[src/rtl/jtopl_tmr_pkg.sv]
//------------------------------------------------------------------------------
// Module   : jtopl_tmr_pkg
// Purpose  : Shared limits, default prescaler widths and helpers for the timer bank.
// Revision : 1.0
//------------------------------------------------------------------------------
`default_nettype none

package jtopl_tmr_pkg;

  localparam int TMR_NMAX = 8;

  // Channel 0 in the low nibble: ch0 prescaler 2 bits, ch1 prescaler 4 bits.
  localparam logic [7:0] PW_DEFAULT = {4'd4, 4'd2};

  function automatic logic [15:0] ones(input int w);
    return 16'((32'd1 << w) - 32'd1);
  endfunction

endpackage

`default_nettype wire

[src/rtl/jtopl_timer_ch.sv]
//------------------------------------------------------------------------------
// Module   : jtopl_timer_ch
// Purpose  : One interval timer: free-running prescaler, reloading up-counter,
//            start edge detector and sticky maskable flag.
// Revision : 1.0
//------------------------------------------------------------------------------
`default_nettype none

module jtopl_timer_ch
  import jtopl_tmr_pkg::*;
#(
  parameter int CW = 8,
  parameter int PW = 0
) (
  input  logic          clk,
  input  logic          rst,
  input  logic          tick,
  input  logic [CW-1:0] value,
  input  logic          start,
  input  logic          mask,
  input  logic          clr_flag,
  input  logic          irq_rst,
  output logic          flag,
  output logic          ovf,
  output logic          ovf_nxt
);

  localparam logic [CW-1:0] CNT_MAX = CW'(ones(CW));

  logic          carry;
  logic          start_d;
  logic          rise;
  logic [CW-1:0] cnt;
  logic [CW-1:0] cnt_nxt;

  // The prescaler never looks at start so the tempo is kept across stops.
  if (PW == 0) begin : g_nopre
    assign carry = tick;
  end else begin : g_pre
    logic [PW-1:0] pre;

    always_ff @(posedge clk) begin
      if (rst)       pre <= '0;
      else if (tick) pre <= pre + 1'b1;
    end

    assign carry = tick & (&pre);
  end

  assign rise = start & ~start_d;

  always_comb begin
    cnt_nxt = cnt;
    ovf_nxt = 1'b0;
    if (rise) begin
      cnt_nxt = value;
    end else if (start && carry) begin
      if (cnt == CNT_MAX) begin
        cnt_nxt = value;
        ovf_nxt = 1'b1;
      end else begin
        cnt_nxt = cnt + 1'b1;
      end
    end
  end

  always_ff @(posedge clk) begin
    if (rst) begin
      start_d <= 1'b0;
      cnt     <= value;
      ovf     <= 1'b0;
      flag    <= 1'b0;
    end else begin
      start_d <= start;
      cnt     <= cnt_nxt;
      ovf     <= ovf_nxt;
      // Clears beat a coincident overflow; mask only blocks setting.
      if (irq_rst)             flag <= 1'b0;
      else if (clr_flag)       flag <= 1'b0;
      else if (ovf && !mask)   flag <= 1'b1;
    end
  end

endmodule

`default_nettype wire

[src/rtl/jtopl_timer_bank.sv]
//------------------------------------------------------------------------------
// Module   : jtopl_timer_bank
// Purpose  : Bank of N OPL interval timers on a shared cenop&zero time base.
//            Optional macro JTOPL_TMR_CSM_EN enables the CSM key-on pulse.
// Revision : 1.0
//------------------------------------------------------------------------------
`default_nettype none

module jtopl_timer_bank
  import jtopl_tmr_pkg::*;
#(
  parameter int               N  = 2,
  parameter int               CW = 8,
  parameter logic [N*4-1:0]   PW = PW_DEFAULT
) (
  input  logic            clk,
  input  logic            rst,
  input  logic            cenop,
  input  logic            zero,
  input  logic [N*CW-1:0] value,
  input  logic [N-1:0]    start,
  input  logic [N-1:0]    mask,
  input  logic [N-1:0]    clr_flag,
  input  logic            irq_rst,
  input  logic            csm_en,
  output logic [N-1:0]    flags,
  output logic [N-1:0]    ovf,
  output logic            irq_n,
  output logic            csm_kon
);

  logic         tick;
  logic [N-1:0] ovf_nxt;
  logic         unused_csm;

  assign tick = cenop & zero;

  for (genvar i = 0; i < N; i++) begin : g_ch
    jtopl_timer_ch #(
      .CW (CW),
      .PW (int'(PW[i*4 +: 4]))
    ) u_ch (
      .clk      (clk),
      .rst      (rst),
      .tick     (tick),
      .value    (value[i*CW +: CW]),
      .start    (start[i]),
      .mask     (mask[i]),
      .clr_flag (clr_flag[i]),
      .irq_rst  (irq_rst),
      .flag     (flags[i]),
      .ovf      (ovf[i]),
      .ovf_nxt  (ovf_nxt[i])
    );
  end

  assign irq_n = ~|flags;

`ifdef JTOPL_TMR_CSM_EN
  // Registered from the same next-state term as ovf[0] so both rise together.
  always_ff @(posedge clk) begin
    if (rst) csm_kon <= 1'b0;
    else     csm_kon <= ovf_nxt[0] & csm_en;
  end
  assign unused_csm = &{1'b0, ovf_nxt};
`else
  assign csm_kon    = 1'b0;
  assign unused_csm = &{1'b0, csm_en, ovf_nxt};
`endif

endmodule

`default_nettype wire
[config.mk]
export PLATFORM = sky130hd
export DESIGN_NAME = jtopl_timer_bank
export DESIGN_NICKNAME = d
export VERILOG_FILES = /design/src/rtl/jtopl_tmr_pkg.sv /design/src/rtl/jtopl_timer_ch.sv /design/src/rtl/jtopl_timer_bank.sv
export SDC_FILE = /design/constraint.sdc
export NUM_CORES = 1
export LEC_CHECK = 0
export CORE_MARGIN = 1.5
export CORE_UTILIZATION = 45
export CTS_CLUSTER_SIZE = 25
export DETAILED_ROUTE_END_ITERATION = 8
export GPL_TIMING_DRIVEN = 0
export PLACE_DENSITY = 0.82
export RECOVER_POWER = 50
export SLEW_MARGIN = 20
export SYNTH_ARGS = -nofsm -noshare
export SYNTH_HDL_FRONTEND = slang
export SYNTH_SLANG_ARGS = --single-unit
[constraint.sdc]
create_clock -name clk -period 1.95 [get_ports clk]
set_input_delay 0.2925 -clock clk [delete_from_list [all_inputs] [get_ports clk]]
set_output_delay 0.2925 -clock clk [all_outputs]
set_load 0.05 [all_outputs]
# After elaboration in Yosys (flattened, before gate mapping)

Index checks and enable logic that the tools add are counted.

Register bits: 28
Input bits: 28
Output and inout bits: 6
Word-level logic and storage cells: 51

$add $sub $neg: 4
Equality and inequality tests: 2
Mux-type cells: 10
Bitwise logic cells: 9
Reduce and logical (&&, ||, !) cells: 16

Operator list:

| operator                                    | number |
|---|---|
| 2-to-1 mux 8 bit                            | 8 |
| adder 8 x 1 -> 8 bit, second input constant | 2 |
| equality test 8 bit, second input constant  | 2 |
| OR reduction 3 bit                          | 4 |
| nonzero test 3 bit                          | 2 |
| bitwise AND 1 bit                           | 5 |
| adder 4 x 1 -> 4 bit, second input constant | 1 |
| logical AND 1 bit                           | 4 |
| inverter 1 bit                              | 4 |
| AND reduction 4 bit                         | 1 |
| logical NOT 1 bit                           | 3 |
| adder 2 x 1 -> 2 bit, second input constant | 1 |
| 2-to-1 mux 1 bit                            | 2 |
| AND reduction 2 bit                         | 1 |
| OR reduction 2 bit                          | 1 |

# Depth between registers and ports, before layout

Gate-level depths: netlist (run 1).

Depth in word-level cells: 6
Mapped depth: 6
Gate-level depth less buffers: 5

# By module

A second synthesis (run 1) with hierarchy kept.

Cell total of the unflattened synthesis: 131
Area total of the unflattened synthesis: 1436.4 um2

Modules (own cells, without submodules):

| module                        | times used | cells an instance | area each (um2) | sequential area each (um2) |
|---|---|---|---|---|
| jtopl_timer_ch (g_ch[1].u_ch) | 1          | 69                | 754.5           | 380.4 |
| jtopl_timer_ch (g_ch[0].u_ch) | 1          | 58                | 660.6           | 340.3 |
| jtopl_timer_bank              | 1          | 4                 | 21.3            | 0.0 |

# Worst setup path before layout (run 1)

No wires, ideal clock.

Path type: register to register
Start: register g_ch[0].u_ch.cnt[0]
End: register g_ch[0].u_ch.cnt[1], data pin
Library setup time: 0.262 ns
Data arrival time: 1.653 ns
Data required time: 1.688 ns
Setup slack: 0.035 ns
Stages on the path, launching flop included: 6
Path buffers: 1
Period minus slack after synthesis: 1.915 ns
Cell sequence: edfxtp_1 ha_1 and4_1 clkbuf_1 a211oi_4 mux2_1

Cells in the longest elaborated chain, start to end: 5
Elaborated cells on any way between the ends: 6
Classes of those cells: add/sub (1); eq/ne (1); mux (4)

Ends and longest elaborated chain:

| element                                                     | RTL line                                   | RTL |
|---|---|---|
| start: declaration                                          | jtopl_timer_ch.sv:33                       | `logic [CW-1:0] cnt;` |
| start signal: assignment                                    | jtopl_timer_ch.sv:70                       | `cnt <= value;` |
| start signal: assignment                                    | jtopl_timer_ch.sv:75                       | `cnt <= cnt_nxt;` |
| adder 8 x 1 -> 8 bit or equality test 8 bit (tied branches) | jtopl_timer_ch.sv:62, jtopl_timer_ch.sv:58 |  |
| 2-to-1 mux 8 bit *                                          | jtopl_timer_ch.sv:58                       | `if (cnt == CNT_MAX) begin` |
| 2-to-1 mux 8 bit *                                          | jtopl_timer_ch.sv:57                       | `end else if (start && carry) begin` |
| 2-to-1 mux 8 bit *                                          | jtopl_timer_ch.sv:55                       | `if (rise) begin` |
| 2-to-1 mux 8 bit *                                          | jtopl_timer_ch.sv:68                       | `if (rst) begin` |

Every way passes the cells marked *; elsewhere a longest branch is shown, timed or not. The select of a mux whose other input is x is not followed.
A chain may end at the register's enable or synchronous reset.

# Worst setup path in the final report (run 1)

Start: register g_ch[1].u_ch.ovf
End: output ovf[1]

RTL lines:

| element                  | RTL line               | RTL |
|---|---|---|
| start: declaration       | jtopl_timer_ch.sv:24   | `output logic ovf,` |
| start signal: assignment | jtopl_timer_ch.sv:76   | `ovf <= ovf_nxt;` |
| end: declaration         | jtopl_timer_bank.sv:27 | `output logic [N-1:0] ovf,` |

No word-level cell between the ends.

==> flow_summary.ini, run 1 <==
[routing]
first_pass_iters = 5
wl_per_cell_microns = 13.5
vias = 1224
drc = 0
ant_nets = 0
drtIter0Drc = 44
routed_via_density = 5.21
wl_microns = 3170

[global_route]
grt_pass1_vias = 1191
antenna_found_initial = 0
track_usage = 0.185
grt_max_degree = 17
grt_pass1_wl_microns = 5110
grt_overflow = 0

[power_and_ir_drop]
p_leak_nw = 0.786
max-vdd-ir-drop_mv = 0.371
powerDensity_mw_per_mm2 = 697

[critical_path]
worstPathRequired_ps = 1660
path_max_fanout = 2
cp_top_family = buffers and inverters
cp_cell_sequence = buf_4 -> clkdlybuf4s50_1
crit_type = register to output port
r2r_start = g_ch[1].u_ch.cnt[0]
cp_slowest_stage_delay_ps = 790
critPathLaunchType = register
crit_buf_inv = 2
r2r_slack_ps = 90
regToRegEndpoint = g_ch[1].u_ch.cnt[1]
cp-end-kind = output port
r2r_cells = 4
cp_slowest_cell = clkdlybuf4s50_1
worst-endpoint-arrival_ps = 1600

[floorplanning]
die_area_sq_mm = 0.00372
die_h_microns = 61
core_sq_mm = 0.00313
die_x_microns = 61
fp-row-count = 20
io_pins = 34
start_util = 0.484

[timing]
min_period_ps = 1890
fmax_ghz = 0.530
worst_slack_ps = 62.4
tightestPinTransition_ps = 499
fin_crit_sh = 0.968
hold_viol = 0
rsz0062_at_grt = false
slew_headroom = 0.666
maxSlewViolCount = 0
setup_violations = 0
finalClockSkew_ps = 8.77

[final_layout]
area_delta_synth_final_pct = 29.9
layout-drive-gt1-share = 0.0995
final_nets = 224
final_common_cell = clkdlybuf4s50_1
final_cells = 235
diodes = 0
layout_common_cells = 28 x clkdlybuf4s50_1, 19 x nand2_1, 16 x edfxtp_1

[synthesis]
synthTopCellsByArea = edfxtp_1 32%, dfxtp_1 16%, nand2_1 4.7%
synth_top_cell_area_share = 0.317
synth_area_sq_mm = 0.00151
ys_seq_area_frac = 0.476
postSynthCellCount = 153
synth-async-reset-ratio = 0
ys_types = 41
yosys_register_bits = 28
synth-edff-count = 16
yosysWarnings = 0
yosys.area.top_type = edfxtp_1
synth_fp_nets = 185
ys.flop_type = edfxtp_1
synth.avg_cell_area_sq_um = 9.90

[clocking]
path_clk_slew_ps = 160
cts.htree.levels = 1
clock_latency_ps = 340
cts_buffer_depth = 2
cts_tree = yes
hold_buffers = 0
cts_made_buffers = 3
cts-root-buf = clkbuf_4
numClockSinks = 28

[place]
hpwl_microns = 2320
place_inst = 228
portBuffers = 31
place.gp.congestion = 0.826
dp_slack_ps = -125

[outcome]
status = finished, final reports clean

[job]
cap_violations = 0

[hold_path]
holdPathEnd = g_ch[1].u_ch.flag
hp-class = input pin to register
min_from = clr_flag[1]
hold_depth = 2
[area by class of cell]
cell class / count / area [sq um]
Fill cell: 256 / 1160
Sequential cell: 28 / 721
Tap cell: 44 / 55.1
Inverter: 5 / 18.8
Clock buffer: 3 / 22.5
Clock inverter: 1 / 30.0
Buffer: 7 / 52.6
Multi-Input combinational cell: 112 / 718
Timing Repair Buffer: 35 / 349
[registers in the layout, indices dropped and copies added, names as in the netlist]
signal	cells
g_ch.u_ch.g_pre.pre	6
g_ch.u_ch.ovf	2
g_ch.u_ch.flag	2
g_ch.u_ch.start_d	2
g_ch.u_ch.cnt	16
[repair_timing]
| action | in CTS | in global routing |
|---|---|---|
| pin swaps | 2 | 1 |
| gates resized for setup | 0 | 3 |
| buffers inserted | 3 | 1 |
| endpoints found under the setup margin | 2 | 7 |
| gates cloned | 0 | 0 |
| hold endpoints to repair | 0 | 0 |
[cells in the mapped netlist (2+ instances only)]
cell type and count:
a21oi_1 10, a221o_1 2, and3_1 5, buf_4 5
clkbuf_1 2, dfxtp_1 12, edfxtp_1 16, ha_1 4
inv_1 5, nand2_1 19, nand3_1 12, nand4_1 2
nor2_1 11, nor2b_1 2, nor3_1 2, nor4_1 4
o21ai_0 7, xnor2_1 4, xor2_1 7
[worst max path at each step]
stage | start | endpoint | slack [ps] | cells after the start
6_report | g_ch[1].u_ch.ovf | ovf[1] | 60 | 2
5_1_grt | g_ch[1].u_ch.flag | irq_n | 5 | 2
4_1_cts | g_ch[1].u_ch.flag | flags[1] | 30 | 2
3_5_place_dp | g_ch[0].u_ch.cnt[0] | g_ch[0].u_ch.cnt[1] | -130 | 5
3_3_place_gp | g_ch[0].u_ch.cnt[0] | g_ch[0].u_ch.cnt[1] | -90 | 5
2_1_floorplan | g_ch[0].u_ch.cnt[0] | g_ch[0].u_ch.cnt[1] | 40 | 5
[logic make-up (layout without fill, tap and decap cells)]
kind of cell | count (synthesis) | count (layout) | share of synthesized area
AOI/OAI and AO/OA | 26 | 26 | 0.128
xor gates and xnor gates | 11 | 11 | 0.0636
adders and majority gates | 4 | 4 | 0.0331
buffers and inverters | 13 | 51 | 0.0496
DFF | 28 | 28 | 0.476
muxes | 3 | 3 | 0.0215
other | 1 | 1 | 0.00248
and+or+nand+nor | 67 | 67 | 0.226
[worst reg2reg max path: stages, from the launching register on]
cell	delay (ps)
edfxtp_1	460
ha_1	290
nand3_1	170
o311ai_4	340
mux2_2	370
[power breakdown]
| group | switching, mW | internal, mW |
|---|---|---|
| sequential | 0.0481 | 0.685 |
| clock | 0.184 | 0.208 |
| combinational | 0.114 | 0.131 |
[per-layer routing]
metal  routed length [microns]  global-route usage  vias to the layer above
li1                          -                   -                      624
met1                      1460               0.233                      555
met2                      1520               0.324                       37
met3                       140              0.0213                        8
met4                        53              0.0683                        0
met5                         0                   0                        -
[per-stage QoR]
stage                      util  setup TNS, ps  area [sq um]  total power, mW  hold WS [ps]
after CTS                 0.625              0          1950             1.37           475
after global routing      0.629              0          1970             1.43           466
after global placement    0.601           -158          1880            0.962           446
after detailed placement  0.601           -287          1880            0.975           465
final                     0.629              0          1970             1.37           472
after floorplan               -              0          1510            0.877           369
Note: power is estimated with default switching activity, not from simulation.
==> run 2: changes to the inputs <==
--- a/config.mk
+++ b/config.mk
@@ -9,8 +9,7 @@
 export CORE_UTILIZATION = 45
 export CTS_CLUSTER_SIZE = 25
 export DETAILED_ROUTE_END_ITERATION = 8
-export GPL_TIMING_DRIVEN = 0
-export PLACE_DENSITY = 0.82
+export PLACE_DENSITY = 0.74
 export RECOVER_POWER = 50
 export SLEW_MARGIN = 20
 export SYNTH_ARGS = -nofsm -noshare
==> run 2 against run 1 <==
  * First-iteration DRC count grew 64%
  * Critical path depth is the same
  * Maximum frequency grew 0.43%
  * Global-route usage shrank 0.73 points
  * Die area is the same
  * Sequential power is essentially flat
  * Sequential cell count is the same
  * Combinational power is essentially flat
  * Clock-buffer cell count grew 1
  * Sequential share of layout area grew 0.76 points
  * Worst setup slack gained 8.1 ps
  * Power shrank 6.7%
==> flow_summary.ini, run 2 (synthesized netlist as in run 1, its figures left out) <==
[outcome]
status = finished, final reports clean

[floorplanning]
io_pins = 34
die_x_microns = 61
start_util = 0.484
fp-row-count = 20
core_sq_mm = 0.00313
die_area_sq_mm = 0.00372
die_h_microns = 61

[clocking]
post_cts_buffers = 0
cts_resized = 0
cts_made_buffers = 3
cts_buffer_depth = 2
cts.htree.levels = 1
hold_buffers = 0
cts_tree = yes
clock_latency_ps = 340
path_clk_slew_ps = 150
cts-root-buf = clkbuf_4
numClockSinks = 28

[power_and_ir_drop]
p_seq_frac = 0.573
p_leak_nw = 0.729
max-vdd-ir-drop_mv = 0.280
p_switching_mw = 0.348
switching_share = 0.272
intPower_mw = 0.930
clkPwrFrac = 0.236
p_comb_frac = 0.191
powerDensity_mw_per_mm2 = 663

[critical_path]
worstPathRequired_ps = 1660
crit_type = register to output port
cp-end-kind = output port
critPathLaunchType = register
worst-endpoint-arrival_ps = 1590
path_max_fanout = 3

[routing]
drc = 0
first_pass_iters = 4
wl_microns = 3020
routed_via_density = 5.28
ant_nets = 0
vias = 1235
drtIter0Drc = 72
wl_per_cell_microns = 12.9

[final_layout]
layout-drive-gt1-share = 0.0895
top_regs = g_ch.u_ch.cnt (16), g_ch.u_ch.g_pre.pre (6)
layout_common_cells = 29 x clkdlybuf4s50_1, 19 x nand2_1, 16 x edfxtp_1
area_delta_synth_final_pct = 27.3
largest_reg_flops = 16
final_nets = 223
largest-register = g_ch.u_ch.cnt
n_fill_cell = 280
diodes = 0
regArea_sq_um = 721
multi_input_area_sq_um = 718
final_common_cell = clkdlybuf4s50_1

[timing]
min_period_ps = 1880
fmax_ghz = 0.532
maxSlewViolCount = 0
tns_ps = 0
hold_viol = 0
fin_crit_sh = 0.964
worst_hold_slack_ps = 476
rsz0062_at_grt = false
finalClockSkew_ps = 1.44
setup_violations = 0
worst_slack_ps = 70.4

[global_route]
grt_max_degree = 16
grt_pass1_wl_microns = 4850
grt_overflow = 0
track_usage = 0.177
grt_pass1_vias = 1140
antenna_found_initial = 0

[place]
hpwl_microns = 2270
dp_slack_ps = -13.5
portBuffers = 31
place.gp.congestion = 0.821

[job]
cap_violations = 0

[hold_path]
hp-class = input pin to register
## run 2: through the flow
step / utilization / instance area, sq um / total power [mW] / std cells
3_3_place_gp: 0.607 / 1900 / 0.976 / 230
4_1_cts: 0.618 / 1930 / 1.28 / 234
5_1_grt: 0.616 / 1930 / 1.34 / 234
6_report: 0.616 / 1930 / 1.28 / 234
3_5_place_dp: 0.607 / 1900 / 0.989 / 230
2_1_floorplan: - / 1510 / 0.877 / 153
## run 2: power by group through the flow
stage | logic (mW) | clock network, mW | registers, mW
4_1_cts | 0.247 | 0.301 | 0.731
3_5_place_dp | 0.244 | 0 | 0.744
3_3_place_gp | 0.236 | 0 | 0.741
6_report | 0.245 | 0.301 | 0.732
5_1_grt | 0.273 | 0.325 | 0.738
2_1_floorplan | 0.145 | 0 | 0.732
## run 2: layout make-up
class	instances	area share
timing repair buffer	41	0.196
sequential	28	0.374
tap	44	0.0286
multi-input combinational	112	0.373
inverter	5	0.00974
clock buffer	4	0.0188
## run 2: worst max-delay path: stages (launching register included)
cell,delay (ps)
dfxtp_1,350
nor2_1,100
clkdlybuf4s50_1,800
## run 2: routing by layer
layer	routed length, microns	global-route usage	vias to the layer above
met5	0	0	-
met4	95	0.0963	0
met3	150	0.0235	9
met2	1270	0.258	49
met1	1500	0.255	551
li1	-	-	626
## run 2: path summary, 6_finish.rpt
| kind | start | end | slack (ps) | depth (start not counted) |
|---|---|---|---|---|
| hold / removal | clr_flag[1] | g_ch[1].u_ch.flag | 480 | 2 |
| setup reg to reg | g_ch[0].u_ch.cnt[0] | g_ch[0].u_ch.cnt[1] | 100 | 4 |
| hold reg to reg | g_ch[0].u_ch.g_pre.pre[1] | g_ch[0].u_ch.g_pre.pre[1] | 480 | 2 |
| setup / recovery | g_ch[1].u_ch.flag | irq_n | 70 | 2 |
